`src/rtl/timer_ctrl_pkg.sv`:
```
// Shared definitions for the timer controller: register indices, register
// bit positions and the command sequencer state encoding.
package timer_ctrl_pkg;

   localparam logic [2:0] REG_CTRL      = 3'd0;
   localparam logic [2:0] REG_CMD       = 3'd1;
   localparam logic [2:0] REG_TERMCOUNT = 3'd2;
   localparam logic [2:0] REG_STATUS    = 3'd3;
   localparam logic [2:0] REG_CURRCOUNT = 3'd4;
   localparam logic [2:0] REG_INTCLR    = 3'd5;

   localparam int CTRL_MODE_BIT   = 0;
   localparam int CTRL_IRQ_EN_BIT = 1;

   localparam int CMD_START_BIT = 0;
   localparam int CMD_HALT_BIT  = 1;

   // INTCLR uses the same bit positions as the low STATUS flags
   localparam int STAT_PENDING_BIT = 0;
   localparam int STAT_OVERRUN_BIT = 1;
   localparam int STAT_CMD_ERR_BIT = 2;
   localparam int STAT_SHADOW_BIT  = 3;
   localparam int STAT_STATE_LSB   = 4;

   typedef enum logic [1:0] {
      ST_IDLE     = 2'd0,
      ST_STARTING = 2'd1,
      ST_RUNNING  = 2'd2,
      ST_STOPPING = 2'd3
   } seq_state_e;

endpackage

```
`src/rtl/timer_ctrl_seq.sv`:
```
// Command sequencer: tracks the timer lifecycle, emits one-cycle start/halt
// pulses and flags commands that are illegal in the current state.
module timer_ctrl_seq
   import timer_ctrl_pkg::*;
(
   input  logic       clk,
   input  logic       reset,
   input  logic       cmd_valid,
   input  logic [1:0] cmd_bits,
   input  logic       rf_status,
   output logic       ro_trig_start,
   output logic       ro_trig_halt,
   output seq_state_e state,
   output logic       cmd_err
);

   seq_state_e state_q, state_d;
   logic       trig_start_q, trig_start_d;
   logic       trig_halt_q, trig_halt_d;
   logic       want_start, want_halt;

   always_comb begin
      // Halt takes precedence when both command bits are set
      want_halt    = cmd_valid & cmd_bits[CMD_HALT_BIT];
      want_start   = cmd_valid & cmd_bits[CMD_START_BIT] & ~cmd_bits[CMD_HALT_BIT];
      state_d      = state_q;
      trig_start_d = 1'b0;
      trig_halt_d  = 1'b0;
      cmd_err      = 1'b0;
      case (state_q)
         ST_IDLE: begin
            if (want_start) begin
               trig_start_d = 1'b1;
               state_d      = ST_STARTING;
            end else if (want_halt) begin
               cmd_err = 1'b1;
            end
         end
         ST_STARTING: begin
            if (want_start || want_halt) cmd_err = 1'b1;
            if (rf_status) state_d = ST_RUNNING;
         end
         ST_RUNNING: begin
            if (want_halt) begin
               trig_halt_d = 1'b1;
               state_d     = ST_STOPPING;
            end else begin
               if (want_start) cmd_err = 1'b1;
               if (!rf_status) state_d = ST_IDLE;
            end
         end
         ST_STOPPING: begin
            if (want_start || want_halt) cmd_err = 1'b1;
            if (!rf_status) state_d = ST_IDLE;
         end
         default: state_d = ST_IDLE;
      endcase
   end

   always_ff @(posedge clk or posedge reset) begin
      if (reset) begin
         state_q      <= ST_IDLE;
         trig_start_q <= 1'b0;
         trig_halt_q  <= 1'b0;
      end else begin
         state_q      <= state_d;
         trig_start_q <= trig_start_d;
         trig_halt_q  <= trig_halt_d;
      end
   end

   assign ro_trig_start = trig_start_q;
   assign ro_trig_halt  = trig_halt_q;
   assign state         = state_q;

endmodule

```
`src/rtl/timer_ctrl.sv`:
```
// Bus-mapped timer controller: register decode, sticky interrupt flags and
// read mux. Define TIMER_SHADOW_EN to buffer TERMCOUNT writes made while running.
module timer_ctrl
   import timer_ctrl_pkg::*;
(
   input  logic        clk,
   input  logic        reset,
   input  logic        bus_we,
   input  logic        bus_re,
   input  logic [2:0]  bus_addr,
   input  logic [31:0] bus_wdata,
   output logic [31:0] bus_rdata,
   output logic        bus_ack,
   output logic        ro_trig_start,
   output logic        ro_trig_halt,
   output logic        ro_mode,
   output logic [31:0] ro_termcount,
   input  logic        rf_status,
   input  logic [31:0] rf_currcount,
   input  logic        rf_int,
   output logic        irq
);

   seq_state_e  seq_state;
   logic        seq_cmd_err;
   logic        wr_ctrl, wr_cmd, wr_term, wr_intclr, is_idle, reg_err;
   logic        shadow_flag;
   logic        mode_q, mode_d, irq_en_q, irq_en_d;
   logic [31:0] termcount_q, termcount_d;
   logic        pending_q, pending_d, overrun_q, overrun_d, cmd_err_q, cmd_err_d;
   logic        ack_q, ack_d;
   logic [31:0] rdata_q, rdata_d, status_word;
`ifdef TIMER_SHADOW_EN
   logic [31:0] shadow_q, shadow_d;
   logic        shadow_valid_q, shadow_valid_d;
`endif

   timer_ctrl_seq u_seq (
      .clk           (clk),
      .reset         (reset),
      .cmd_valid     (wr_cmd),
      .cmd_bits      (bus_wdata[1:0]),
      .rf_status     (rf_status),
      .ro_trig_start (ro_trig_start),
      .ro_trig_halt  (ro_trig_halt),
      .state         (seq_state),
      .cmd_err       (seq_cmd_err)
   );

   always_comb begin
      wr_ctrl     = bus_we && (bus_addr == REG_CTRL);
      wr_cmd      = bus_we && (bus_addr == REG_CMD);
      wr_term     = bus_we && (bus_addr == REG_TERMCOUNT);
      wr_intclr   = bus_we && (bus_addr == REG_INTCLR);
      is_idle     = (seq_state == ST_IDLE);
      reg_err     = 1'b0;
      mode_d      = mode_q;
      irq_en_d    = irq_en_q;
      termcount_d = termcount_q;
      if (wr_ctrl) begin
         if (is_idle) begin
            mode_d   = bus_wdata[CTRL_MODE_BIT];
            irq_en_d = bus_wdata[CTRL_IRQ_EN_BIT];
         end else begin
            reg_err = 1'b1;
         end
      end
`ifdef TIMER_SHADOW_EN
      shadow_d       = shadow_q;
      shadow_valid_d = shadow_valid_q;
      // A buffered count takes effect at the terminal pulse of the current period
      if (rf_int && shadow_valid_q) begin
         termcount_d    = shadow_q;
         shadow_valid_d = 1'b0;
      end
      if (wr_term) begin
         if (is_idle) begin
            termcount_d = bus_wdata;
         end else begin
            shadow_d       = bus_wdata;
            shadow_valid_d = 1'b1;
         end
      end
      shadow_flag = shadow_valid_q;
`else
      if (wr_term) begin
         if (is_idle) termcount_d = bus_wdata;
         else         reg_err     = 1'b1;
      end
      shadow_flag = 1'b0;
`endif
   end

   // Sticky flags: a same-cycle set always wins over a write-1 clear
   always_comb begin
      pending_d = pending_q;
      overrun_d = overrun_q;
      cmd_err_d = cmd_err_q;
      if (wr_intclr && bus_wdata[STAT_PENDING_BIT]) pending_d = 1'b0;
      if (wr_intclr && bus_wdata[STAT_OVERRUN_BIT]) overrun_d = 1'b0;
      if (wr_intclr && bus_wdata[STAT_CMD_ERR_BIT]) cmd_err_d = 1'b0;
      if (rf_int)                   pending_d = 1'b1;
      if (rf_int && pending_q)      overrun_d = 1'b1;
      if (reg_err || seq_cmd_err)   cmd_err_d = 1'b1;
   end

   always_comb begin
      status_word = {26'd0, seq_state, shadow_flag, cmd_err_q, overrun_q, pending_q};
      ack_d       = bus_we | bus_re;
      rdata_d     = '0;
      if (bus_re) begin
         case (bus_addr)
            REG_CTRL: begin
               rdata_d[CTRL_MODE_BIT]   = mode_q;
               rdata_d[CTRL_IRQ_EN_BIT] = irq_en_q;
            end
            REG_TERMCOUNT: rdata_d = termcount_q;
            REG_STATUS:    rdata_d = status_word;
            REG_CURRCOUNT: rdata_d = rf_currcount;
            default:       rdata_d = '0;
         endcase
      end
   end

   always_ff @(posedge clk or posedge reset) begin
      if (reset) begin
         mode_q      <= 1'b0;
         irq_en_q    <= 1'b0;
         termcount_q <= '0;
         pending_q   <= 1'b0;
         overrun_q   <= 1'b0;
         cmd_err_q   <= 1'b0;
         ack_q       <= 1'b0;
         rdata_q     <= '0;
      end else begin
         mode_q      <= mode_d;
         irq_en_q    <= irq_en_d;
         termcount_q <= termcount_d;
         pending_q   <= pending_d;
         overrun_q   <= overrun_d;
         cmd_err_q   <= cmd_err_d;
         ack_q       <= ack_d;
         rdata_q     <= rdata_d;
      end
   end

`ifdef TIMER_SHADOW_EN
   always_ff @(posedge clk or posedge reset) begin
      if (reset) begin
         shadow_q       <= '0;
         shadow_valid_q <= 1'b0;
      end else begin
         shadow_q       <= shadow_d;
         shadow_valid_q <= shadow_valid_d;
      end
   end
`endif

   assign ro_mode      = mode_q;
   assign ro_termcount = termcount_q;
   assign bus_ack      = ack_q;
   assign bus_rdata    = rdata_q;
   assign irq          = pending_q & irq_en_q;

endmodule
```
`config.mk`:
```
export PLATFORM = sky130hd
export DESIGN_NAME = timer_ctrl
export DESIGN_NICKNAME = d
export VERILOG_FILES = /design/src/rtl/timer_ctrl_pkg.sv /design/src/rtl/timer_ctrl_seq.sv /design/src/rtl/timer_ctrl.sv
export SDC_FILE = /design/constraint.sdc
export NUM_CORES = 1
export LEC_CHECK = 0
export ABC_AREA = 1
export BUFFER_PORTS_ARGS = -buffer_cell sky130_fd_sc_hd__clkbuf_2
export CAP_MARGIN = 15
export CELL_PAD_IN_SITES_DETAIL_PLACEMENT = 1
export CELL_PAD_IN_SITES_GLOBAL_PLACEMENT = 2
export CORE_ASPECT_RATIO = 2
export CORE_MARGIN = 2
export CORE_UTILIZATION = 27
export DETAILED_ROUTE_END_ITERATION = 16
export PLACE_DENSITY = 0.8
export SYNTH_ARGS = -nofsm -noshare
export SYNTH_HDL_FRONTEND = slang
export SYNTH_SLANG_ARGS = --single-unit
```
`constraint.sdc`:
```
create_clock -name clk -period 2.7 [get_ports clk]
set_clock_uncertainty 0.2 [all_clocks]
set_input_delay 0.405 -clock clk [delete_from_list [all_inputs] [get_ports clk]]
set_output_delay 0.405 -clock clk [all_outputs]
set_load 0.005 [all_outputs]
```
==> summary.md <==
| Metric | Value |
|---|---|
| Top cell type's share of synthesized area | 0.531 |
| DRC | 0 |
| Die X | around 84 µm |
| Post-synthesis simple-gate area fraction | 0.218 |
| Syn Area/Cell | 9.18 µm² |
| Worst r2r path cells | 7 |
| IO buf count | around 140 |
| Status | completed |
| Drt pass-1 iters | 6 |
| Worst-Margin Slew | ~620 ps |
| Final worst-path cycle share | 0.624 |
| Placer Congestion | 0.827 |
| Dpl ws | 737 ps |
| CP Data Required Time | around 2700 ps |
| Initial antenna violation count | 0 |
| Cells after Synth | 380 |
| Power Dens Cells | 820 nW/µm² |
| DR WL/cell | approximately 18 µm |
| Crit. End Element | flip-flop |
| Unique masters post-synth | 21 |
| # setup viols final | 0 |
| Max Cap Viol | 0 |
| CTS Buffer Depth | 2 |
| Vias in the first global route | around 3500 |
| Static Leakage | 2.41 nW |
| Number of synthesized register bits | 74 |
| Routed wl met3 | between 400 and 500 µm |
| Post-DR vias/cell | 4.91 |
| H-tree levels | 3 |
| Commonest non-fill, non-tap cells in the layout | 141 x clkbuf_2, 74 x dfrtp_1, 61 x nand2_1, 61 x nand4_1, 48 x inv_1 |
| Sum Neg Setup Slack | 0 ps |
| Synth Cell Area | 3490 µm² |
| Pin count of the biggest net entering global routing | 36 |
| Die area | 13900 µm² |
| CP Max Fanout | 32 |
| Slowest-stage cell, CP | dfrtp_1 |
| Grt total ovfl | 0 |
| Worst slew margin | 0.583 |
| Nets@finish | 586 |
| Clock sink count | 74 |
| Fmax | around 600 MHz |
| RSZ-0062 raised after global routing | no |
| Syn. warnings | 0 |
| Met1 WL | 4120 µm |
| Final worst slack | 1020 ps |
| HP Class | in2reg |
| Cts bufs inserted | 9 |
| TritonCTS clock tree | built |
| DP HPWL | between 8000 and 9000 µm |
| Sequential fraction of the synthesis area | 0.531 |
| Initial core utilization | 0.276 |
| Data arrival time of the worst path | between 1500 and 2000 ps |
| Synth Area in Adders | 0 |
| Worst-path clk slew | 60 ps |
| # fillers | 1564 |
| Via Count | 3276 |
| Synth Area in Compound Gates | 0.141 |
| Antenna Nets Post-Route | 0 |
| Crit path kind | reg2reg |
| I/O pins | ~140 |
| Worst path depth | 7 |
| First-pass GRT wire length | 18300 µm |
| Row count | 58 |
| Core Area | 12600 µm² |
| Post-synth top area cell | dfrtp_1 |
| DR top layer | met4 |
| Clock Latency Late Sink | between 300 and 400 ps |
| Multi-input logic area | 1250 µm² |
| Commonest non-fill, non-tap cell in the layout | clkbuf_2 |
| Total GRT Usage | 0.174 |
| CP Launch Type | flip-flop |
| Synth Net Count | 453 |
| Peak supply drop | 338 µV |
| DRT iter0 DRCs | 91 |
| Final WL | 11900 µm |
| CP cell instances | inv_2 -> nand2_4 -> nor2_4 -> nand4_4 -> buf_4 -> nand2_1 -> o21ai_2 |
| Ant diodes | 0 |
| Post-synthesis mux area share | 0 |
| Layout Area Growth over Synthesis | 31.6% |
| Final min period | 1680 ps |
| Largest family of logic cells by synthesized area | simple AND/OR/NAND/NOR gates |
| WHS Path Cells | 3 |
| Final slew viol count | 0 |
| Total buffers and inverters traversed by the critical path | 2 |
| Die Ht | 165 µm |
| Crit-path max cell delay | 430 ps |
| Storage cell area | 1850 µm² |
| CP top delay family | simple AND/OR/NAND/NOR gates |
| Synth area leaders | dfrtp_1 53%, nand4_1 11%, o21ai_2 8.0% |
| Ratio of cells with drive above 1 in the final layout | 0.404 |
| XOR/XNOR share of the synthesized area | 0 |
| Total setup buffers inserted after CTS | 0 |
| Root buf cell | clkbuf_16 |
| Final Hold Fails | 0 |
| Met2 WL | between 6000 and 7000 µm |
-- area by class of cell --
class | count | area share
Clock inverter | 6 | 0.0150
Multi-Input combinational cell | 222 | 0.272
Inverter | 54 | 0.0444
Sequential cell | 74 | 0.403
Clock buffer | 9 | 0.0490
Tap cell | 150 | 0.0409
Timing Repair Buffer | 152 | 0.175
-- synth_stat cells --
cell       n
dfrtp_1   74
nand2_1   61
nand4_1   61
inv_1     49
o21ai_2   32
a21oi_1   29
buf_2     14
nor2_1    14
nand3_1    8
o21ai_0    8
buf_6      6
clkbuf_1   6
inv_2      5
a31oi_1    3
buf_1      2
buf_4      2
nor2_2     2
nand2_4    1
nand4_4    1
nor2_4     1
o211ai_1   1
-- metal layers --
layer	up-vias	global-route usage
met5	-	0
met4	0	0.0931
met3	26	0.0320
met2	108	0.329
met1	1599	0.179
li1	1543	-
-- worst paths after layout --
check / start / endpoint / slack, ps
min in group asynchronous: reset / ro_termcount[30] / 440
worst max register to register: u_seq.state[0] / ro_termcount[21] / 1020
worst min-delay path: rf_int / pending_q / 70
worst max-delay path: u_seq.state[0] / ro_termcount[21] / 1020
worst min register to register: overrun_q / overrun_q / 310
max in group asynchronous: reset / bus_rdata[30] / 1110
-- worst min-delay path: cells and delay by family --
kind | cells | cell delay (ps)
buffers and inverters | 2 | 130
AND/OR/NAND/NOR | 1 | 50
-- power by group --
part / switching, mW / total, mW / internal, mW
Sequential: 0.237 / 1.61 / 1.37
Clock: 0.480 / 1.19 / 0.711
Combinational: 0.538 / 0.962 / 0.424
Total: 1.26 / 3.76 / 2.51
-- through the flow --
stage | power [mW] | instances | area [µm²] | hold slack, ps | utilization
after floorplan | 2.10 | 380 | 3490 | 263 | -
after global placement | 2.56 | 651 | 4290 | 257 | 0.340
after detailed placement | 2.61 | 651 | 4290 | 260 | 0.340
after CTS | 3.82 | 667 | 4590 | 74.3 | 0.364
after global routing | 3.99 | 667 | 4590 | 87.7 | 0.364
final | 3.76 | 667 | 4590 | 74.5 | 0.364
-- kinds of logic (layout without fill, tap and decap cells) --
family / after synthesis / in the layout
AO/OA/AOI/OAI: 73 / 73
buffers and inverters: 84 / 221
flip-flops: 74 / 74
AND/OR/NAND/NOR: 149 / 149
-- timing repair --
| item | in CTS | in global routing |
|---|---|---|
| hold endpoints to repair | 28 | 0 |
| setup endpoints to repair | 0 | 0 |
| hold buffers | 1 | 0 |
| resized for setup | 0 | 0 |
(Power assumes the default switching activity.)
